## config.mk

```make
export PLATFORM = sky130hd
export DESIGN_NAME = mult_acc_flat
export DESIGN_NICKNAME = d
export VERILOG_FILES = /design/src/rtl/mult_acc_if.sv /design/src/rtl/mult_acc.sv /design/src/flat_wrapper.sv
export SDC_FILE = /design/constraint.sdc
export NUM_CORES = 1
export LEC_CHECK = 0
export BUFFER_PORTS_ARGS = -buffer_cell sky130_fd_sc_hd__buf_2
export CORE_MARGIN = 2
export CORE_UTILIZATION = 45
export CTS_CLUSTER_SIZE = 40
export DETAILED_ROUTE_END_ITERATION = 16
export HOLD_SLACK_MARGIN = 0.05
export PLACE_DENSITY_LB_ADDON = 0.15
export SYNTH_ARGS = -nofsm -noshare
export SYNTH_HDL_FRONTEND = slang
export SYNTH_SLANG_ARGS = --single-unit
```

## constraint.sdc

```tcl
create_clock -name clk -period 3.07 [get_ports clk]
set_input_delay 0.614 -clock clk [delete_from_list [all_inputs] [get_ports clk]]
set_output_delay 0.614 -clock clk [all_outputs]
set_load 0.01 [all_outputs]
```

## src/rtl/mult_acc_if.sv

```systemverilog
// Handshake bundle between the multiplier front end and the mult_acc accumulator.
// master: upstream/downstream side (drives terms, takes results); slave: the accumulator.
interface mult_acc_if #(
  parameter int unsigned SIZE  = 4,
  parameter int unsigned GUARD = 4,
  parameter int unsigned CNT_W = 4
);
  localparam int unsigned ACC_W = 2 * SIZE + GUARD;

  logic             in_valid;
  logic             in_ready;
  logic [SIZE-1:0]  hm;
  logic [SIZE-1:0]  lm;
  logic             in_last;
  logic             out_valid;
  logic             out_ready;
  logic [ACC_W-1:0] out_sum;
  logic [CNT_W-1:0] out_count;
  logic             out_ovf;

  modport master (
    output in_valid, hm, lm, in_last, out_ready,
    input  in_ready, out_valid, out_sum, out_count, out_ovf
  );

  modport slave (
    input  in_valid, hm, lm, in_last, out_ready,
    output in_ready, out_valid, out_sum, out_count, out_ovf
  );
endinterface

```

## src/rtl/mult_acc.sv

```systemverilog
// mult_acc: sums a run of {hm,lm} product terms and presents total, term count and a
// sticky overflow flag on a valid/ready result port. One bubble cycle between runs.
// Build option: define MULT_ACC_SAT_EN to clamp the accumulator at all-ones on overflow
// instead of wrapping modulo 2^ACC_W.
module mult_acc #(
  parameter int unsigned SIZE  = 4,
  parameter int unsigned GUARD = 4,
  parameter int unsigned CNT_W = 4
) (
  input logic       clk,
  input logic       rst,
  mult_acc_if.slave bus
);
  localparam int unsigned ACC_W = 2 * SIZE + GUARD;

  typedef enum logic [1:0] {StIdle, StAccum, StHold} state_e;

  state_e           state_q;
  logic [ACC_W-1:0] acc_q;
  logic [CNT_W-1:0] cnt_q;
  logic             ovf_q;
  logic             in_ready_q;
  logic             out_valid_q;

  logic             accept;
  logic [ACC_W:0]   sum_ext;
  logic             carry;
  logic [ACC_W-1:0] acc_d;
  logic [CNT_W-1:0] cnt_d;
  logic             last_term;

  // Next accumulator value, carry out and end-of-run detection for the offered term.
  always_comb begin
    accept    = bus.in_valid & in_ready_q;
    sum_ext   = {1'b0, acc_q} + (ACC_W + 1)'({bus.hm, bus.lm});
    carry     = sum_ext[ACC_W];
`ifdef MULT_ACC_SAT_EN
    // Once clamped, every later add carries again, so the clamp persists for the run.
    acc_d     = carry ? '1 : sum_ext[ACC_W-1:0];
`else
    acc_d     = sum_ext[ACC_W-1:0];
`endif
    cnt_d     = cnt_q + 1'b1;
    // A full counter closes the run even without in_last, so cnt can never wrap.
    last_term = bus.in_last | (cnt_d == '1);
  end

  // Run-control FSM; in_ready/out_valid are registered alongside the state.
  always_ff @(posedge clk) begin
    if (rst) begin
      state_q     <= StIdle;
      acc_q       <= '0;
      cnt_q       <= '0;
      ovf_q       <= 1'b0;
      in_ready_q  <= 1'b1;
      out_valid_q <= 1'b0;
    end else begin
      case (state_q)
        StIdle, StAccum: begin
          if (accept) begin
            acc_q <= acc_d;
            cnt_q <= cnt_d;
            ovf_q <= ovf_q | carry;
            if (last_term) begin
              state_q     <= StHold;
              in_ready_q  <= 1'b0;
              out_valid_q <= 1'b1;
            end else begin
              state_q <= StAccum;
            end
          end
        end
        StHold: begin
          if (bus.out_ready) begin
            state_q     <= StIdle;
            acc_q       <= '0;
            cnt_q       <= '0;
            ovf_q       <= 1'b0;
            in_ready_q  <= 1'b1;
            out_valid_q <= 1'b0;
          end
        end
        default: begin
          state_q     <= StIdle;
          acc_q       <= '0;
          cnt_q       <= '0;
          ovf_q       <= 1'b0;
          in_ready_q  <= 1'b1;
          out_valid_q <= 1'b0;
        end
      endcase
    end
  end

  assign bus.in_ready  = in_ready_q;
  assign bus.out_valid = out_valid_q;
  assign bus.out_sum   = acc_q;
  assign bus.out_count = cnt_q;
  assign bus.out_ovf   = ovf_q;
endmodule

```

## src/flat_wrapper.sv

```systemverilog
// flat-port wrapper written by rule: the top's interface ports become plain ports
module mult_acc_flat 
#(
  parameter int unsigned SIZE  = 4,
  parameter int unsigned GUARD = 4,
  parameter int unsigned CNT_W = 4
)
  (clk, rst, bus_in_valid, bus_hm, bus_lm, bus_in_last, bus_out_ready, bus_in_ready, bus_out_valid, bus_out_sum, bus_out_count, bus_out_ovf);
  mult_acc_if #(.SIZE(SIZE), .GUARD(GUARD), .CNT_W(CNT_W)) bus_i ();
  input logic clk;
  input logic rst;
  input wire logic [$bits(bus_i.in_valid)-1:0] bus_in_valid;
  input wire logic [$bits(bus_i.hm)-1:0] bus_hm;
  input wire logic [$bits(bus_i.lm)-1:0] bus_lm;
  input wire logic [$bits(bus_i.in_last)-1:0] bus_in_last;
  input wire logic [$bits(bus_i.out_ready)-1:0] bus_out_ready;
  output wire logic [$bits(bus_i.in_ready)-1:0] bus_in_ready;
  output wire logic [$bits(bus_i.out_valid)-1:0] bus_out_valid;
  output wire logic [$bits(bus_i.out_sum)-1:0] bus_out_sum;
  output wire logic [$bits(bus_i.out_count)-1:0] bus_out_count;
  output wire logic [$bits(bus_i.out_ovf)-1:0] bus_out_ovf;
  assign bus_i.in_valid = bus_in_valid;
  assign bus_i.hm = bus_hm;
  assign bus_i.lm = bus_lm;
  assign bus_i.in_last = bus_in_last;
  assign bus_i.out_ready = bus_out_ready;
  assign bus_in_ready = bus_i.in_ready;
  assign bus_out_valid = bus_i.out_valid;
  assign bus_out_sum = bus_i.out_sum;
  assign bus_out_count = bus_i.out_count;
  assign bus_out_ovf = bus_i.out_ovf;
  mult_acc #(.SIZE(SIZE), .GUARD(GUARD), .CNT_W(CNT_W)) u_core (.clk(clk), .rst(rst), .bus(bus_i));
endmodule
```

# After elaboration in Yosys (flattened, before gate mapping)

Index checks and enable logic that the tools add are counted.

Bits in registers: 21
Input bits: 13
Output and inout port bits: 19
Word-level logic and storage cells: 41

Add/sub/neg operators: 2
Equality and inequality tests: 6
Muxes and demuxes: 20
Bitwise gates (word level): 3
Reductions and logical operators: 4

Operator list:

| cell                                                   | count |
|---|---|
| two-way mux 12 bit                                     | 2 |
| case mux 12 bit (2 select lines)                       | 1 |
| adder 12 x 8 -> 13 bit                                 | 1 |
| two-way mux 4 bit                                      | 2 |
| case mux 4 bit (2 select lines)                        | 1 |
| two-way mux 1 bit                                      | 7 |
| two-way mux 2 bit                                      | 3 |
| case mux 1 bit (2 select lines)                        | 3 |
| adder 4 x 1 -> 4 bit (second input constant)           | 1 |
| equality test 4 bit (second input constant)            | 1 |
| inequality test 2 x 1 -> 1 bit (second input constant) | 2 |
| case mux 2 bit (2 select lines)                        | 1 |
| AND reduction 3 bit                                    | 1 |
| equality test 2 x 1 -> 1 bit (second input constant)   | 1 |
| equality test 2 bit (second input constant)            | 1 |
| zero test 2 bit                                        | 1 |
| inequality test 2 bit (second input constant)          | 1 |
| OR 1 bit                                               | 2 |
| AND reduction 2 bit                                    | 1 |
| OR reduction 2 bit                                     | 1 |
| bitwise AND 1 bit                                      | 1 |

# Logic depth before layout (Yosys ltp)

Depth after elaboration: 6
Depth in mapped cells: 8
Mapped depth without buffers: 8

# Worst setup path before layout

Ideal clock, no wire load.

Path kind: input -> register
From: in bus_lm[0]
To: reg u_core.acc_q[8], in the netlist u_core.bus.out_sum[8]
Library setup time: 0.059 ns
Arrival time: 2.171 ns
Required time: 3.011 ns
Path slack: 0.840 ns
Stages: 8
Buffers on the path: 0
Cells stage by stage: ha_1 > inv_1 > fa_1 > nand2b_1 > a21oi_1 > a21oi_1 > or4_1 > nand2_1

Word-level cells in the longest chain between the ends: 3

Ends and longest elaborated chain:

| item                             | line               | RTL |
|---|---|---|
| start, declared                  | flat_wrapper.sv:14 | `input wire logic [$bits(bus_i.lm)-1:0] bus_lm;` |
| adder 12 x 8 -> 13 bit           | mult_acc.sv:35     | `sum_ext = {1'b0, acc_q} + (ACC_W + 1)'({bus.hm, bus.lm});` |
| two-way mux 12 bit               | mult_acc.sv:60     | `if (accept) begin` |
| case mux 12 bit (2 select lines) | mult_acc.sv:58     | `case (state_q)` |
| end signal, assigned             | mult_acc.sv:52     | `acc_q <= '0;` |
| end signal, assigned             | mult_acc.sv:61     | `acc_q <= acc_d;` |
| end signal, assigned             | mult_acc.sv:76     | `acc_q <= '0;` |
| end, declared                    | mult_acc.sv:19     | `logic [ACC_W-1:0] acc_q;` |

No other way between the ends. The select of a mux whose other input is x is not followed.
A chain may end at the register's enable or synchronous reset.

# Worst setup path in the final report

From: reg u_core.acc_q[0], in the netlist u_core.bus.out_sum[0]
To: reg u_core.acc_q[8], in the netlist u_core.bus.out_sum[8]

Word-level cells in the longest chain between the ends: 3

Ends and longest elaborated chain:

| item                             | line |
|---|---|
| adder 12 x 8 -> 13 bit           | mult_acc.sv:35 |
| two-way mux 12 bit               | mult_acc.sv:60 |
| case mux 12 bit (2 select lines) | mult_acc.sv:58 |

No other way between the ends. The select of a mux whose other input is x is not followed.

==> insert_results.sql <==
INSERT INTO impl_metrics (metric_group, metric, value, unit) VALUES
('critical_path', 'critical_path_arrival', '2.41', 'ns'),
('critical_path', 'end_kind', 'register', ''),
('clocking', 'cts.reportedPaths.clkPinSlew', '0.13', 'ns'),
('place', 'place.gp.congestion', '0.840', ''),
('floorplan', 'rows', '19', ''),
('cells_and_area', 'synthToLayoutAreaGrowth', '16.0', '%'),
('place', 'dp_hpwl', '2.05', 'mm'),
('sta', 'final-hold-violation-count', '0', ''),
('power', 'cellLeakagePower', '0.000694', 'uW'),
('power', 'cell_area_power_density', '444', 'mW/mm^2'),
('run', 'drv.max_cap_violation_count', '0', ''),
('sta', 'setup_tns', '0', 'ns'),
('cells_and_area', 'final_layout_size_suffix_gt1_frac', '0.224', ''),
('detailed_routing', 'via_count', '1144', ''),
('logic_synthesis', 'largest_family_of_logic_cells_by_synthesized_area', 'simple AND/OR/NAND/NOR gates', ''),
('sta', 'finClkSkew', '0.00157', 'ns'),
('floorplan', 'core-area', '0.00269', 'mm^2'),
('clocking', 'cts_hold_buffers', '0', ''),
('sta', 'finalSetupViolCount', '0', ''),
('clocking', 'max-clock-path-buffers', '2', ''),
('min_path', 'hold_path_end', 'u_core.bus.out_valid', ''),
('floorplan', 'die_w', '56.4', 'um'),
('critical_path', 'worstPathCellList', 'ha_1 > inv_1 > fa_1 > nand2b_1 > a21oi_1 > a21oi_1 > or4_1 > nand2_1', ''),
('detailed_routing', 'detail_route.wirelength', '2.74', 'mm'),
('clocking', 'clock_tree.root_cell', 'clkbuf_4', ''),
('logic_synthesis', 'synth.distinct_cells', '39', ''),
('logic_synthesis', 'synth.net_count', '167', ''),
('logic_synthesis', 'synthTopCellsByArea', 'dfxtp_1, ha_1, a21oi_1', ''),
('critical_path', 'critical_path_class', 'reg -> reg', ''),
('floorplan', 'number_of_top_level_pins', '32', ''),
('grt', 'all_layer_gr_usage', '0.182', ''),
('logic_synthesis', 'dominantRegCellSynth', 'dfxtp_1', ''),
('grt', 'number_of_global_route_vias_before_repair', '1065', ''),
('clocking', 'cts_made_buffers', '3', ''),
('min_path', 'hold-path-cell-count', '2', ''),
('clocking', 'worstSkewPairLatency', '0.31', 'ns'),
('critical_path', 'crit_fanout', '3', ''),
('critical_path', 'worst-r2r-setup-slack', '0.92', 'ns'),
('sta', 'slew_headroom', '0.667', ''),
('critical_path', 'crit_path_max_incr_delay', '0.48', 'ns'),
('detailed_routing', 'drt_drc_violations_left', '0', ''),
('floorplan', 'die_area', '0.00318', 'mm^2'),
('sta', 'min_period_over_period', '0.700', ''),
('logic_synthesis', 'post-synth-top-count-cell', 'dfxtp_1', ''),
('grt', 'gr-total-overflow', '0', ''),
('cells_and_area', 'nFillCells', '269', ''),
('logic_synthesis', 'synth_top_area_share', '0.340', ''),
('logic_synthesis', 'synth.largest_area_cell', 'dfxtp_1', ''),
('critical_path', 'worst-r2r-cell-count', '8', ''),
('logic_synthesis', 'most_instantiated_cells_after_synthesis', 'dfxtp_1, nor2_1, a21oi_1', ''),
('detailed_routing', 'detail_route.vias_per_cell', '5.58', ''),
('logic_synthesis', 'synth.area.mux_share', '0.0162', ''),
('critical_path', 'worst_path_most_repeated_cell', 'a21oi_1', ''),
('floorplan', 'die_y', '56.4', 'um'),
('clocking', 'post_cts_setup_buffer_count', '0', ''),
('sta', 'worst_pin_slew', '0.497', 'ns'),
('logic_synthesis', 'synth-xor-area-share', '0.0354', ''),
('power', 'power.ir.vdd_worst', '0.279', 'mV'),
('logic_synthesis', 'sequential_fraction_of_the_synthesis_area', '0.340', ''),
('grt', 'grt_antenna_before_repair', '0', ''),
('clocking', 'tritoncts', 'built', ''),
('critical_path', 'worst_setup_path_start_kind', 'register', ''),
('logic_synthesis', 'synth.yosys.warnings', '0', ''),
('floorplan', 'initial_core_utilization', '0.460', ''),
('logic_synthesis', 'postSynthRegisterBits', '21', ''),
('detailed_routing', 'ant_nets', '0', ''),
('place', 'port_buffers', '31', ''),
('cells_and_area', 'n_antenna_cell', '0', ''),
('sta', 'min_period', '2.15', 'ns'),
('cells_and_area', 'final_cell_area', '0.00143', 'mm^2'),
('status', 'run_status', 'finished clean', '');
==> metrics by stage <==
step / std cells / utilization / hold WS, ns / power [uW] / setup WS, ns
final: 205 / 0.534 / 0.453 / 637 / 0.921
after global routing: 205 / 0.534 / 0.476 / 680 / 0.776
after CTS: 205 / 0.534 / 0.458 / 645 / 0.924
after detailed placement: 201 / 0.524 / 0.437 / 502 / 0.627
after global placement: 201 / 0.524 / 0.433 / 499 / 0.673
after floorplan: 143 / - / 0.445 / 450 / 0.840
==> cell families (layout without fill, tap and decap cells) <==
family | after synthesis | after routing
flip-flops | 21 | 21
buffers and inverters | 10 | 41
XOR/XNOR | 5 | 5
adder cells (fa/ha/maj) | 11 | 11
AO/OA/AOI/OAI | 40 | 40
AND/OR/NAND/NOR | 54 | 54
multiplexers | 2 | 2
==> layer usage <==
| layer | vias to the layer above | track usage | routed length [um] |
|---|---|---|---|
| li1 | 581 | - | - |
| met1 | 532 | 0.241 | 1340 |
| met2 | 26 | 0.308 | 1280 |
| met3 | 5 | 0.0276 | 97 |
| met4 | 0 | 0.0510 | 29 |
| met5 | - | 0 | 0 |
==> sequential cells by signal, summed over array words and instances, names as in the netlist <==
name                  count
u_core.bus.out_ovf        1
u_core.state_q            2
u_core.bus.out_sum       12
u_core.bus.out_count      4
u_core.bus.in_ready       1
u_core.bus.out_valid      1
==> how the worst max path moves through the flow <==
stage | slack [ns] | endpoint | depth (start not counted) | from
finish | 0.92 | u_core.bus.out_sum[8] | 8 | u_core.bus.out_sum[0]
CTS | 0.92 | u_core.bus.out_sum[8] | 8 | u_core.bus.out_sum[0]
global placement | 0.67 | u_core.bus.out_sum[8] | 9 | bus_lm[0]
detailed placement | 0.63 | u_core.bus.out_sum[8] | 9 | bus_lm[0]
floorplan | 0.84 | u_core.bus.out_sum[8] | 8 | bus_lm[0]
global route | 0.78 | u_core.bus.out_sum[8] | 8 | u_core.bus.out_sum[0]
==> cell usage in the layout (no fill, tap or decap), drive strengths merged, types with 4 or more instances in the layout <==
master  count
nand3b      5
nand2      11
inv         6
dfxtp      21
ha         10
o21ai       6
xor2        4
nor2       16
buf        31
a21oi      15
nand2b      4
==> area by class of cell <==
cell class	instances	area (um^2)	area share
Clock buffer	3	22.5	0.0157
Inverter	6	22.5	0.0157
Multi-Input combinational cell	112	769	0.537
Clock inverter	1	5.00	0.00349
Timing Repair Buffer	31	155	0.108
Sequential cell	21	420	0.293
Tap cell	31	38.8	0.0271
==> critical path, delay by kind of cell, from the launching register on <==
family | cells | cell delay (ns)
buffers and inverters | 1 | 0.07
adder cells (fa/ha/maj) | 2 | 0.58
flip-flops | 1 | 0.37
AND/OR/NAND/NOR | 3 | 0.74
AO/OA/AOI/OAI | 2 | 0.35
==> report_power, final <==
group	internal (uW)	total [uW]	switching (uW)
Clock	48.7	141	92.6
Sequential	293	313	20.3
Combinational	79.1	183	104
No activity file was read; power rests on OpenSTA's default activity.
